### src/rtl/instr_cache_pkg.sv
// rtl/instr_cache_pkg.sv - shared types and geometry constants for the instruction cache
package instr_cache_pkg;

    localparam int TAG_W    = 3;
    localparam int INDEX_W  = 3;
    localparam int OFFSET_W = 4;
    localparam int BLOCK_W  = 128;

    typedef enum logic [1:0] {
        IDLE     = 2'd0,
        MEM_READ = 2'd1,
        UPDATE   = 2'd2
    } state_t;

endpackage

### src/rtl/icache_store.sv
// rtl/icache_store.sv - valid/tag/data line storage: one combinational read port, one clocked write port
module icache_store
    import instr_cache_pkg::*;
#(
    parameter int NUM_BLOCKS = 8
) (
    input  logic               i_clk,
    input  logic               i_rst_n,
    input  logic [INDEX_W-1:0] i_rd_index,
    output logic               o_rd_valid,
    output logic [TAG_W-1:0]   o_rd_tag,
    output logic [BLOCK_W-1:0] o_rd_data,
    input  logic               i_wr_en,
    input  logic [INDEX_W-1:0] i_wr_index,
    input  logic [TAG_W-1:0]   i_wr_tag,
    input  logic [BLOCK_W-1:0] i_wr_data
);

    logic [NUM_BLOCKS-1:0] r_valid;
    logic [TAG_W-1:0]      r_tag  [NUM_BLOCKS];
    logic [BLOCK_W-1:0]    r_data [NUM_BLOCKS];

    // Only valid bits are reset; tag and data are meaningless until a line is marked valid.
    always_ff @(posedge i_clk or negedge i_rst_n) begin
        if (!i_rst_n) begin
            r_valid <= '0;
        end else if (i_wr_en) begin
            r_valid[i_wr_index] <= 1'b1;
        end
    end

    always_ff @(posedge i_clk) begin
        if (i_wr_en) begin
            r_tag[i_wr_index]  <= i_wr_tag;
            r_data[i_wr_index] <= i_wr_data;
        end
    end

    assign o_rd_valid = r_valid[i_rd_index];
    assign o_rd_tag   = r_tag[i_rd_index];
    assign o_rd_data  = r_data[i_rd_index];

endmodule

### src/rtl/instr_cache.sv
// rtl/instr_cache.sv - direct-mapped read-only instruction cache with zero-cycle hits and block refill FSM
module instr_cache
    import instr_cache_pkg::*;
#(
    parameter int NUM_BLOCKS  = 8,
    parameter int BLOCK_WORDS = 4
) (
    input  logic                       CLK,
    input  logic                       RESET,
    input  logic [9:0]                 address,
    input  logic                       read,
    output logic [31:0]                readdata,
    output logic                       busywait,
    output logic                       mem_read,
    output logic [TAG_W+INDEX_W-1:0]   mem_address,
    input  logic [BLOCK_W-1:0]         mem_readdata,
    input  logic                       mem_busywait
);

    localparam int WSEL_W = $clog2(BLOCK_WORDS);

    state_t               r_state;
    state_t               w_next;
    logic [TAG_W-1:0]     r_tag;
    logic [INDEX_W-1:0]   r_index;
    logic [BLOCK_W-1:0]   r_block;
    logic [31:0]          r_readdata;

    logic [TAG_W-1:0]     w_tag;
    logic [INDEX_W-1:0]   w_index;
    logic [WSEL_W-1:0]    w_wsel;
    logic                 w_line_valid;
    logic [TAG_W-1:0]     w_line_tag;
    logic [BLOCK_W-1:0]   w_line_data;
    logic [31:0]          w_word;
    logic                 w_hit;
    logic                 w_mem_read;
    logic                 w_wr_en;
    logic                 w_unused_bits;

    assign w_tag         = address[9:7];
    assign w_index       = address[6:4];
    assign w_wsel        = address[OFFSET_W-1 -: WSEL_W];
    assign w_unused_bits = ^address[1:0];

    icache_store #(
        .NUM_BLOCKS (NUM_BLOCKS)
    ) u_store (
        .i_clk      (CLK),
        .i_rst_n    (RESET),
        .i_rd_index (w_index),
        .o_rd_valid (w_line_valid),
        .o_rd_tag   (w_line_tag),
        .o_rd_data  (w_line_data),
        .i_wr_en    (w_wr_en),
        .i_wr_index (r_index),
        .i_wr_tag   (r_tag),
        .i_wr_data  (r_block)
    );

    assign w_word = w_line_data[32*w_wsel +: 32];
    assign w_hit  = read & w_line_valid & (w_line_tag == w_tag);

    always_ff @(posedge CLK or negedge RESET) begin
        if (!RESET) begin
            r_state <= IDLE;
        end else begin
            r_state <= w_next;
        end
    end

    // Refill uses the tag/index latched at the miss edge, so CPU address wobble cannot redirect it.
    always_ff @(posedge CLK or negedge RESET) begin
        if (!RESET) begin
            r_tag      <= '0;
            r_index    <= '0;
            r_block    <= '0;
            r_readdata <= 32'h0;
        end else begin
            if (r_state == IDLE && w_next == MEM_READ) begin
                r_tag   <= w_tag;
                r_index <= w_index;
            end
            if (r_state == MEM_READ && !mem_busywait) begin
                r_block <= mem_readdata;
            end
            if (w_hit) begin
                r_readdata <= w_word;
            end
        end
    end

    always_comb begin
        w_next     = r_state;
        w_mem_read = 1'b0;
        w_wr_en    = 1'b0;
        case (r_state)
            IDLE: begin
                if (read && !w_hit) begin
                    w_next = MEM_READ;
                end
            end
            MEM_READ: begin
                w_mem_read = 1'b1;
                if (!mem_busywait) begin
                    w_next = UPDATE;
                end
            end
            UPDATE: begin
                w_wr_en = 1'b1;
                w_next  = IDLE;
            end
            default: begin
                w_next = IDLE;
            end
        endcase
    end

    assign busywait    = read & ~w_hit;
    assign readdata    = w_hit ? w_word : r_readdata;
    assign mem_read    = w_mem_read;
    assign mem_address = {r_tag, r_index};

endmodule
### config.mk
export PLATFORM = sky130hd
export DESIGN_NAME = instr_cache
export DESIGN_NICKNAME = d
export VERILOG_FILES = /design/src/rtl/instr_cache_pkg.sv /design/src/rtl/icache_store.sv /design/src/rtl/instr_cache.sv
export SDC_FILE = /design/constraint.sdc
export NUM_CORES = 1
export LEC_CHECK = 0
export CELL_PAD_IN_SITES_DETAIL_PLACEMENT = 0
export CELL_PAD_IN_SITES_GLOBAL_PLACEMENT = 2
export CORE_MARGIN = 5
export CORE_UTILIZATION = 35
export CTS_CLUSTER_SIZE = 10
export DETAILED_ROUTE_END_ITERATION = 6
export GPL_ROUTABILITY_DRIVEN = 0
export PLACE_DENSITY_LB_ADDON = 0.25
export SYNTH_ARGS = -nofsm -noshare
export SYNTH_HDL_FRONTEND = slang
export SYNTH_SLANG_ARGS = --single-unit
### constraint.sdc
create_clock -name CLK -period 31.4 [get_ports CLK]
set_clock_uncertainty 0.1 [all_clocks]
set_input_delay 4.71 -clock CLK [delete_from_list [all_inputs] [get_ports CLK]]
set_output_delay 4.71 -clock CLK [all_outputs]
set_load 0.1 [all_outputs]
==> results.yml, run 1 <==
sta:
  max_freq_mhz: 68.00
  fin_crit_sh_pct: 46.83
  timing.setup.tns_ns: 0
  tightest_slew_ns: 1.349
  min_period_ns: 14.71
  finalHoldViolCount: 0
  slew_viol_final: 0
  relSlewSlack_pct: 9.363
  setup_viol: 0
  rsz0062_at_grt: "no"
cts:
  clock_latency_ns: 0.73
  clock-sinks: 1224
  post_cts_buffers: 0
  postCtsResizedCells: 0
  clkSlewWorstSetupHoldPaths_ns: 0.06
  clk_path_buf_depth: 3
  cts_made_buffers: 144
  cts_tree: "built"
  htree_num_levels: 4
  hold_buffers: 0
  root_buffer: "clkbuf_16"
logic_synthesis:
  synth_area_leader_cell: "edfxtp_1"
  syn_avg_cell_area_um2: 22.06
  synth-edff-count: 1048
  ys_ff_latch: 1224
  synth_simple_gate_area_share_pct: 1.396
  synthArstFlopShare_pct: 14.38
  ys_seq_area_share_pct: 78.30
  yosysWarnings: 0
  synth_top_area_share_pct: 68.69
  synth_mux_area_share_pct: 16.46
  postSynth.topFlopCell: "edfxtp_1"
  synth_top_family_by_area: "multiplexers"
  synth_area_leaders: "edfxtp_1, mux4_2, dfrtp_1"
  synthesis.area_um2: 45810
  syn_nets: 2219
  synth_fa_ha_area_share_pct: 0
  synth-xor-area-share_pct: 0.05735
  netlist-cell-type-count: 29
  synth_cells: 2077
  synth_compound_area_share_pct: 2.622
power_and_ir_drop:
  leakage_nw: 17.51
  ir_worst_vdd_uv: 68.39
  powerDensity_nw_per_um2: 83.91
routing:
  wl_per_cell_um: 26.55
  via_count: 21560
  routed_wl_um: 111200
  route.detailed.drc: 0
  ant_nets: 0
  via_per_inst: 5.147
  first_iter_violations: 1509
  dr.pass1.iters: 5
placed_design:
  dp.final_hpwl_um: 58400
  placed_cell_area_um2: 49740
  portBuffers: 179
die:
  start_util_pct: 35.29
  die_area_um2: 138200
  io_pins: 182
  coreArea_um2: 129800
  rows: 132
  die_h_um: 371.8
  die_w_um: 371.8
cells_and_area:
  drive_gt1_share_pct: 26.02
  nNetsFinal: 2472
  postLayoutCellArea_um2: 54050
  area_growth_pct: 17.98
setup_path:
  cp_max_fo: 88
  start_kind: "primary input"
  worstPathBufferInverterCount: 4
  worstPathArrival_ns: 9.90
  crit_family: "buffers and inverters"
  endpoint_kind: "output pin"
  max_stage_delay_ns: 1.21
  worst_ep_required_time_ns: 26.59
  slowest_stage: "clkdlybuf4s50_1"
  crit_chain: "buf_8, buf_12, buf_4, mux4_2, o22ai_1, nor3_1, a21oi_1, o21ai_0, clkdlybuf4s50_1"
  crit_type: "in2out"
status:
  status: "finished, final reports clean"
global_route:
  first_global_vias: 23300
  grt_antenna_before_repair: 6
  grt_use_total_pct: 16.29
  gr-total-overflow: 0
  grt_pass1_wl_um: 162900
  grt_max_degree: 130
worst_hold_path:
  min_path_type: "reg2reg"
job:
  maxCapViolCount: 0
==> cells by family after synthesis <==
group / Yosys count
compound gates: 192
xor+xnor: 3
buf+inv: 115
flops: 1224
mux: 408
simple gates: 135
==> metrics by stage <==
step | hold WS [ns] | std cells | util [%] | power (mW) | setup slack (ns)
after global routing | 0.3707 | 4186 | 41.63 | 4.731 | 16.35
after detailed placement | 0.3471 | 3926 | 38.32 | 3.050 | 16.63
final | 0.3625 | 4188 | 41.64 | 4.535 | 16.69
after global placement | 0.3457 | 3926 | 38.32 | 3.012 | 16.64
after floorplan | 0.3337 | 2077 | - | 2.786 | 18.22
after CTS | 0.3614 | 4186 | 41.63 | 4.599 | 16.63
==> worst paths after layout <==
check / cells past startpoint / from / slack (ns) / to
max: 9 / address[4] / 16.69 / readdata[18]
min: 1 / u_store.r_valid[6]$_DFFE_PN0P_ / 0.36 / u_store.r_valid[6]$_DFFE_PN0P_
max reg2reg: 4 / r_state[0]$_DFF_PN0_ / 27.95 / u_store.r_data[2][49]$_DFFE_PP_
min reg2reg: 1 / u_store.r_valid[6]$_DFFE_PN0P_ / 0.36 / u_store.r_valid[6]$_DFFE_PN0P_
max in group asynchronous: 3 / RESET / 25.62 / r_block[114]$_DFFE_PN0P_
min in group asynchronous: 1 / RESET / 3.82 / r_block[9]$_DFFE_PN0P_
==> worst reg2reg max path, cell delays in order, from the launching register on <==
cell and delay (ns):
dfrtp_1 0.42, or3b_2 0.60, nor2_4 0.58, buf_4 0.63, buf_4 0.76
==> layer usage <==
metal	vias up	share of wire, %	global-route usage, %
li1	9175	-	-
met1	11700	44	22.57
met2	518	48	26.28
met3	158	5.3	3.557
met4	2	2.0	4.388
met5	-	0.012	0
==> layout make-up <==
cell class                      count  area, um2
Multi-Input combinational cell    738       9510
Tap cell                         1742       2180
Clock buffer                      249       4199
Antenna cell                        2      5.005
Timing Repair Buffer              222       2177
Clock inverter                     11      103.9
Sequential cell                  1224      35870
Fill cell                       11430      75770
==> cells in the mapped netlist (10+ instances only) <==
cell and n:
edfxtp_1 1048, mux4_2 261, dfrtp_1 176, mux2_2 129, nand2_1 69, clkbuf_1 66
a22oi_1 64, o22ai_1 64, nor3_1 34, a21oi_1 32, o21ai_0 32, buf_2 23
buf_4 14, mux2i_1 12, buf_1 10
==> report_power, final <==
group | switching [mW] | internal [mW] | total [mW]
Clock | 0.622 | 0.911 | 1.53
Combinational | 0.393 | 0.217 | 0.610
Sequential | 0.230 | 2.16 | 2.39
Total | 1.25 | 3.29 | 4.54
==> state kept, by name, indices dropped and copies added (netlist names) <==
signal and count:
u_store.r_data 1024, r_block 128, r_readdata 32, u_store.r_tag 24, u_store.r_valid 8, r_index 3
r_tag 3, r_state 2
==> cell usage in the layout (no fill, tap or decap), types with 2 or more instances in the layout <==
cell type | Yosys | layout
a21oi_1 | 32 | 32
a22oi_1 | 64 | 64
buf_12 | 0 | 4
buf_4 | 14 | 40
buf_8 | 1 | 3
clkbuf_1 | 66 | 95
clkbuf_16 | 0 | 153
clkdlybuf4s50_1 | 0 | 175
clkinv_2 | 0 | 2
dfrtp_1 | 176 | 176
diode_2 | 0 | 2
edfxtp_1 | 1048 | 1048
inv_6 | 0 | 6
mux2_2 | 129 | 129
mux2_4 | 6 | 6
mux2i_1 | 12 | 12
mux4_2 | 261 | 261
nand2_1 | 69 | 68
nand2b_1 | 4 | 2
nand2b_2 | 0 | 2
nor2_4 | 0 | 7
nor2b_4 | 0 | 3
nor3_1 | 34 | 32
nor3_2 | 0 | 2
o21ai_0 | 32 | 32
o22ai_1 | 64 | 64
or2_2 | 9 | 9
xor2_1 | 3 | 3
Note: power is estimated with default switching activity, not from simulation.
==> run 2: changes to the inputs <==
==> constraint.sdc (replaced) <==
create_clock -name CLK -period 14.26 [get_ports CLK]
set_clock_uncertainty 0.1 [all_clocks]
set_input_delay 2.139 -clock CLK [delete_from_list [all_inputs] [get_ports CLK]]
set_output_delay 2.139 -clock CLK [all_outputs]
set_load 0.1 [all_outputs]
==> run 2 against run 1 <==
- power increased by 120%
- worst setup slack got worse by 12 ns
- register-to-register slack lost 17 ns
- utilization up 0.052 points
- non-clock buffer count is 5 higher
- design area grew 0.13%
- flip-flop and latch count unchanged
- die area unchanged
- first-iteration DRC count decreased by 0.20%
- combinational power up 120%
- via count is 0.43% lower
- critical path depth stayed put
- critical endpoint is now readdata[17]
- largest cell class unchanged
==> results.yml, run 2 (synthesis gave the netlist of run 1 again) <==
die:
  rows: 132
  die_h_um: 371.8
  die_w_um: 371.8
  io_pins: 182
  start_util_pct: 35.29
  die_area_um2: 138200
  coreArea_um2: 129800
power_and_ir_drop:
  leakage_nw: 17.55
  powerDensity_nw_per_um2: 184.8
  power_mw: 9.999
  ir_worst_vdd_uv: 150.6
worst_hold_path:
  min_path_cells: 1
  min_path_type: "reg2reg"
sta:
  tightest_slew_ns: 1.157
  setup_viol: 0
  max_freq_mhz: 105.7
  timing.setup.tns_ns: 0
  slew_viol_final: 0
  fin_crit_sh_pct: 66.33
  relSlewSlack_pct: 22.24
  finalHoldViolCount: 0
  setup_slack_ns: 4.801
  rsz0062_at_grt: "no"
  holdWs_ns: 0.3560
  min_period_ns: 9.459
cells_and_area:
  nNetsFinal: 2477
  area_growth_pct: 18.12
  fin_cells: 4197
  largest_register_ffs: 1024
  nFillCells: 11420
  register_area_um2: 35870
  fin_util_pct: 41.69
  drive_gt1_share_pct: 26.09
  postLayoutCellArea_um2: 54120
  largest-register: "u_store.r_data"
  final_cell_mix: "edfxtp_1, mux4_2, dfrtp_1"
  final_common_cell: "edfxtp_1"
  reg_top3: "u_store.r_data x1024, r_block x128, r_readdata x32"
  multi_input_area_um2: 9510
placed_design:
  place_ws_ns: 4.678
  dp.final_hpwl_um: 59380
  dp_cells: 3931
  portBuffers: 179
  placed_cell_area_um2: 49770
cts:
  cts_made_buffers: 144
  clkSlewWorstSetupHoldPaths_ns: 0.05
  htree_num_levels: 4
  clk_path_buf_depth: 3
  postCtsResizedCells: 0
  hold_buffers: 0
  post_cts_buffers: 0
  clock_latency_ns: 0.75
  clock-sinks: 1224
  root_buffer: "clkbuf_16"
  cts_tree: "built"
setup_path:
  worst_ep_required_time_ns: 12.02
  cp_max_fo: 67
  start_kind: "primary input"
  endpoint_kind: "output pin"
  crit_type: "in2out"
  worstPathArrival_ns: 7.22
  ff2ff_path_depth: 4
status:
  status: "finished, final reports clean"
routing:
  ant_nets: 0
  via_per_inst: 5.114
  wl_per_cell_um: 26.54
  routed_wl_um: 111400
  via_count: 21460
  route.detailed.drc: 0
  dr.pass1.iters: 5
  first_iter_violations: 1506
global_route:
  first_global_vias: 23220
  grt_max_degree: 127
  grt_use_total_pct: 16.29
  grt_pass1_wl_um: 162900
  grt_antenna_before_repair: 6
  gr-total-overflow: 0
job:
  maxCapViolCount: 0
## run 2: cell count changes in the layout (fill, tap and decap cells not counted), sizes merged
cell	change
buf	+5
clkinv	+4
clkbuf	+3
inv	-3
bufinv	+1
clkinvlp	-1
## run 2: final timing paths
path / start / to / slack, ns
setup / recovery: address[4] / readdata[17] / 4.80
hold / removal: u_store.r_valid[7]$_DFFE_PN0P_ / u_store.r_valid[7]$_DFFE_PN0P_ / 0.36
setup reg to reg: r_state[0]$_DFF_PN0_ / u_store.r_data[4][120]$_DFFE_PP_ / 10.56
hold reg to reg: u_store.r_valid[7]$_DFFE_PN0P_ / u_store.r_valid[7]$_DFFE_PN0P_ / 0.36
max in group asynchronous: RESET / r_block[53]$_DFFE_PN0P_ / 11.35
min in group asynchronous: RESET / r_readdata[13]$_DFF_PN0_ / 1.34
## run 2: where the power goes
part           switching, mW  internal, mW  leakage (nW)
sequential             0.508          4.76          11.6
clock                   1.36          2.03          2.08
combinational          0.867         0.477          3.91
total                   2.73          7.27          17.6
## run 2: cell type report
cell class | instances | area share, %
clock inverter | 12 | 0.2335
timing repair buffer | 227 | 4.069
clock buffer | 252 | 7.796
sequential | 1224 | 66.29
multi-input combinational | 738 | 17.57
antenna | 2 | 0.009248
tap | 1742 | 4.028
## run 2: layer usage
layer | share of wire, % | GRT usage, % | wire length, um
met2 | 48 | 25.82 | 53500
met1 | 45 | 23.09 | 50060
met4 | 1.5 | 3.819 | 1719
met5 | 0.011 | 0 | 12
met3 | 5.5 | 3.745 | 6099
## run 2: worst max-delay path: stages
cell and delay (ns):
buf_8 0.52, buf_4 0.60, buf_4 0.79, mux4_2 0.38
o22ai_1 0.08, nor3_1 0.95, a21oi_1 0.10, o21ai_0 0.31
clkdlybuf4s50_1 1.20
==> run 3: changes to the inputs <==
==> constraint.sdc (replaced) <==
create_clock -name CLK -period 7.55 [get_ports CLK]
set_clock_uncertainty 0.1 [all_clocks]
set_input_delay 1.1325 -clock CLK [delete_from_list [all_inputs] [get_ports CLK]]
set_output_delay 1.1325 -clock CLK [all_outputs]
set_load 0.1 [all_outputs]
==> run 3 against run 2 <==
- flip-flop and latch count did not move
- worst hold slack got worse by 0.071 ns
- cell count did not move
- worst setup slack got worse by 3.0 ns
- combinational power rose by 87%
- global-route usage fell by 0.10 points
- critical endpoint is now readdata[19]
==> results.yml, run 3 (synthesis gave the netlist of run 1 again) <==
sta:
  tightest_slew_ns: 1.089
  rsz0062_at_grt: "no"
  fin_crit_sh_pct: 76.73
  timing.setup.tns_ns: 0
  setup_viol: 0
  setup_slack_ns: 1.757
  finalHoldViolCount: 0
  min_period_ns: 5.793
  relSlewSlack_pct: 27.16
  slew_viol_final: 0
  max_freq_mhz: 172.6
power_and_ir_drop:
  ir_worst_vdd_uv: 237.1
  powerDensity_nw_per_um2: 347.8
  leakage_nw: 17.53
setup_path:
  crit_type: "in2out"
  cp_max_fo: 34
  worstPathArrival_ns: 4.56
  startpoint: "address[6]"
  critPathMostFrequentCell: "buf_4"
  crit_family: "buffers and inverters"
  worst_ep_required_time_ns: 6.32
  max_stage_delay_ns: 0.54
  crit_chain: "clkdlybuf4s50_1, buf_4, mux4_2, xor2_1, nand4b_4, buf_4, o21ai_0, buf_4"
  slowest_stage: "nand4b_4"
  worstPathBufferInverterCount: 4
  start_kind: "primary input"
  r2r-start: "r_index[0]$_DFFE_PN0P_"
  endpoint_kind: "output pin"
global_route:
  grt_antenna_before_repair: 3
  first_global_vias: 23090
  grt_pass1_wl_um: 162000
  gr-total-overflow: 0
  grt_use_total_pct: 16.19
  grt_max_degree: 130
cts:
  cts_tree: "built"
  clkSlewWorstSetupHoldPaths_ns: 0.05
  post_cts_buffers: 0
  clk_path_buf_depth: 3
  clock-sinks: 1224
  postCtsResizedCells: 0
  htree_num_levels: 4
  hold_buffers: 0
  clock_latency_ns: 0.75
  cts_made_buffers: 143
  root_buffer: "clkbuf_16"
cells_and_area:
  final_common_cell: "edfxtp_1"
  largest-register: "u_store.r_data"
  largest_register_ffs: 1024
  fin_cells: 4197
  final_cell_mix: "edfxtp_1, mux4_2, dfrtp_1"
  fin_util_pct: 41.54
  nNetsFinal: 2475
  area_growth_pct: 17.69
  drive_gt1_share_pct: 27.35
  reg_top3: "u_store.r_data x1024, r_block x128, r_readdata x32"
die:
  start_util_pct: 35.29
  die_w_um: 371.8
  coreArea_um2: 129800
  io_pins: 182
  die_area_um2: 138200
  die_h_um: 371.8
  rows: 132
routing:
  via_count: 21640
  wl_per_cell_um: 26.41
  first_iter_violations: 1722
  via_per_inst: 5.156
  ant_nets: 0
  dr.pass1.iters: 5
  route.detailed.drc: 0
  routed_wl_um: 110800
placed_design:
  dp.final_hpwl_um: 58540
  dp_cells: 3930
  portBuffers: 179
  place_ws_ns: 1.704
job:
  maxCapViolCount: 0
worst_hold_path:
  min_path_type: "in2async"
status:
  status: "finished, final reports clean"
## run 3: cell types whose count changed in the layout (fill, tap and decap cells not counted), sizes merged
cell / previous run / this run
clkinvlp: 0 / 2
buf: 52 / 83
clkinv: 7 / 5
inv: 3 / 11
clkdlybuf4s50: 175 / 143
bufinv: 2 / 1
clkbuf: 252 / 246
## run 3: final timing paths
path / slack, ns / end / depth (start not counted)
setup / recovery: 1.76 / readdata[19] / 8
hold / removal: 0.29 / r_block[9]$_DFFE_PN0P_ / 1
setup reg to reg: 4.30 / u_store.r_data[4][1]$_DFFE_PP_ / 4
hold reg to reg: 0.36 / u_store.r_valid[6]$_DFFE_PN0P_ / 1
max in group asynchronous: 5.66 / r_block[54]$_DFFE_PN0P_ / 2
min in group CLK: 0.36 / u_store.r_valid[6]$_DFFE_PN0P_ / 1
## run 3: stage by stage
stage / cell area (um2) / total power, mW / hold WS (ns)
global route: 53910 / 19.55 / 0.3101
CTS: 53910 / 19.00 / 0.2953
floorplan: 45820 / 11.58 / 0.3337
detailed placement: 49720 / 12.70 / 0.3513
finish: 53920 / 18.75 / 0.2854
global placement: 49720 / 12.55 / 0.3466
## run 3: cell type report
class / count / area, um2
Clock inverter: 19 / 211.5
Antenna cell: 2 / 5.005
Fill cell: 11420 / 75900
Tap cell: 1742 / 2180
Multi-Input combinational cell: 738 / 9523
Sequential cell: 1224 / 35870
Timing Repair Buffer: 226 / 2140
Clock buffer: 246 / 3986
## run 3: power breakdown
| group | internal [mW] | switching, mW | total, mW |
|---|---|---|---|
| registers | 8.99 | 1.01 | 10.0 |
| logic | 0.872 | 1.64 | 2.51 |
| clock network | 3.62 | 2.62 | 6.24 |
| total | 13.5 | 5.27 | 18.8 |
## run 3: metal layers
layer / up-vias / global-route usage (%) / routed length, um
li1: 9189 / - / -
met1: 11720 / 22.70 / 49700
met2: 584 / 25.64 / 52830
met3: 140 / 4.018 / 6484
met4: 2 / 3.967 / 1795
met5: - / 0 / 20
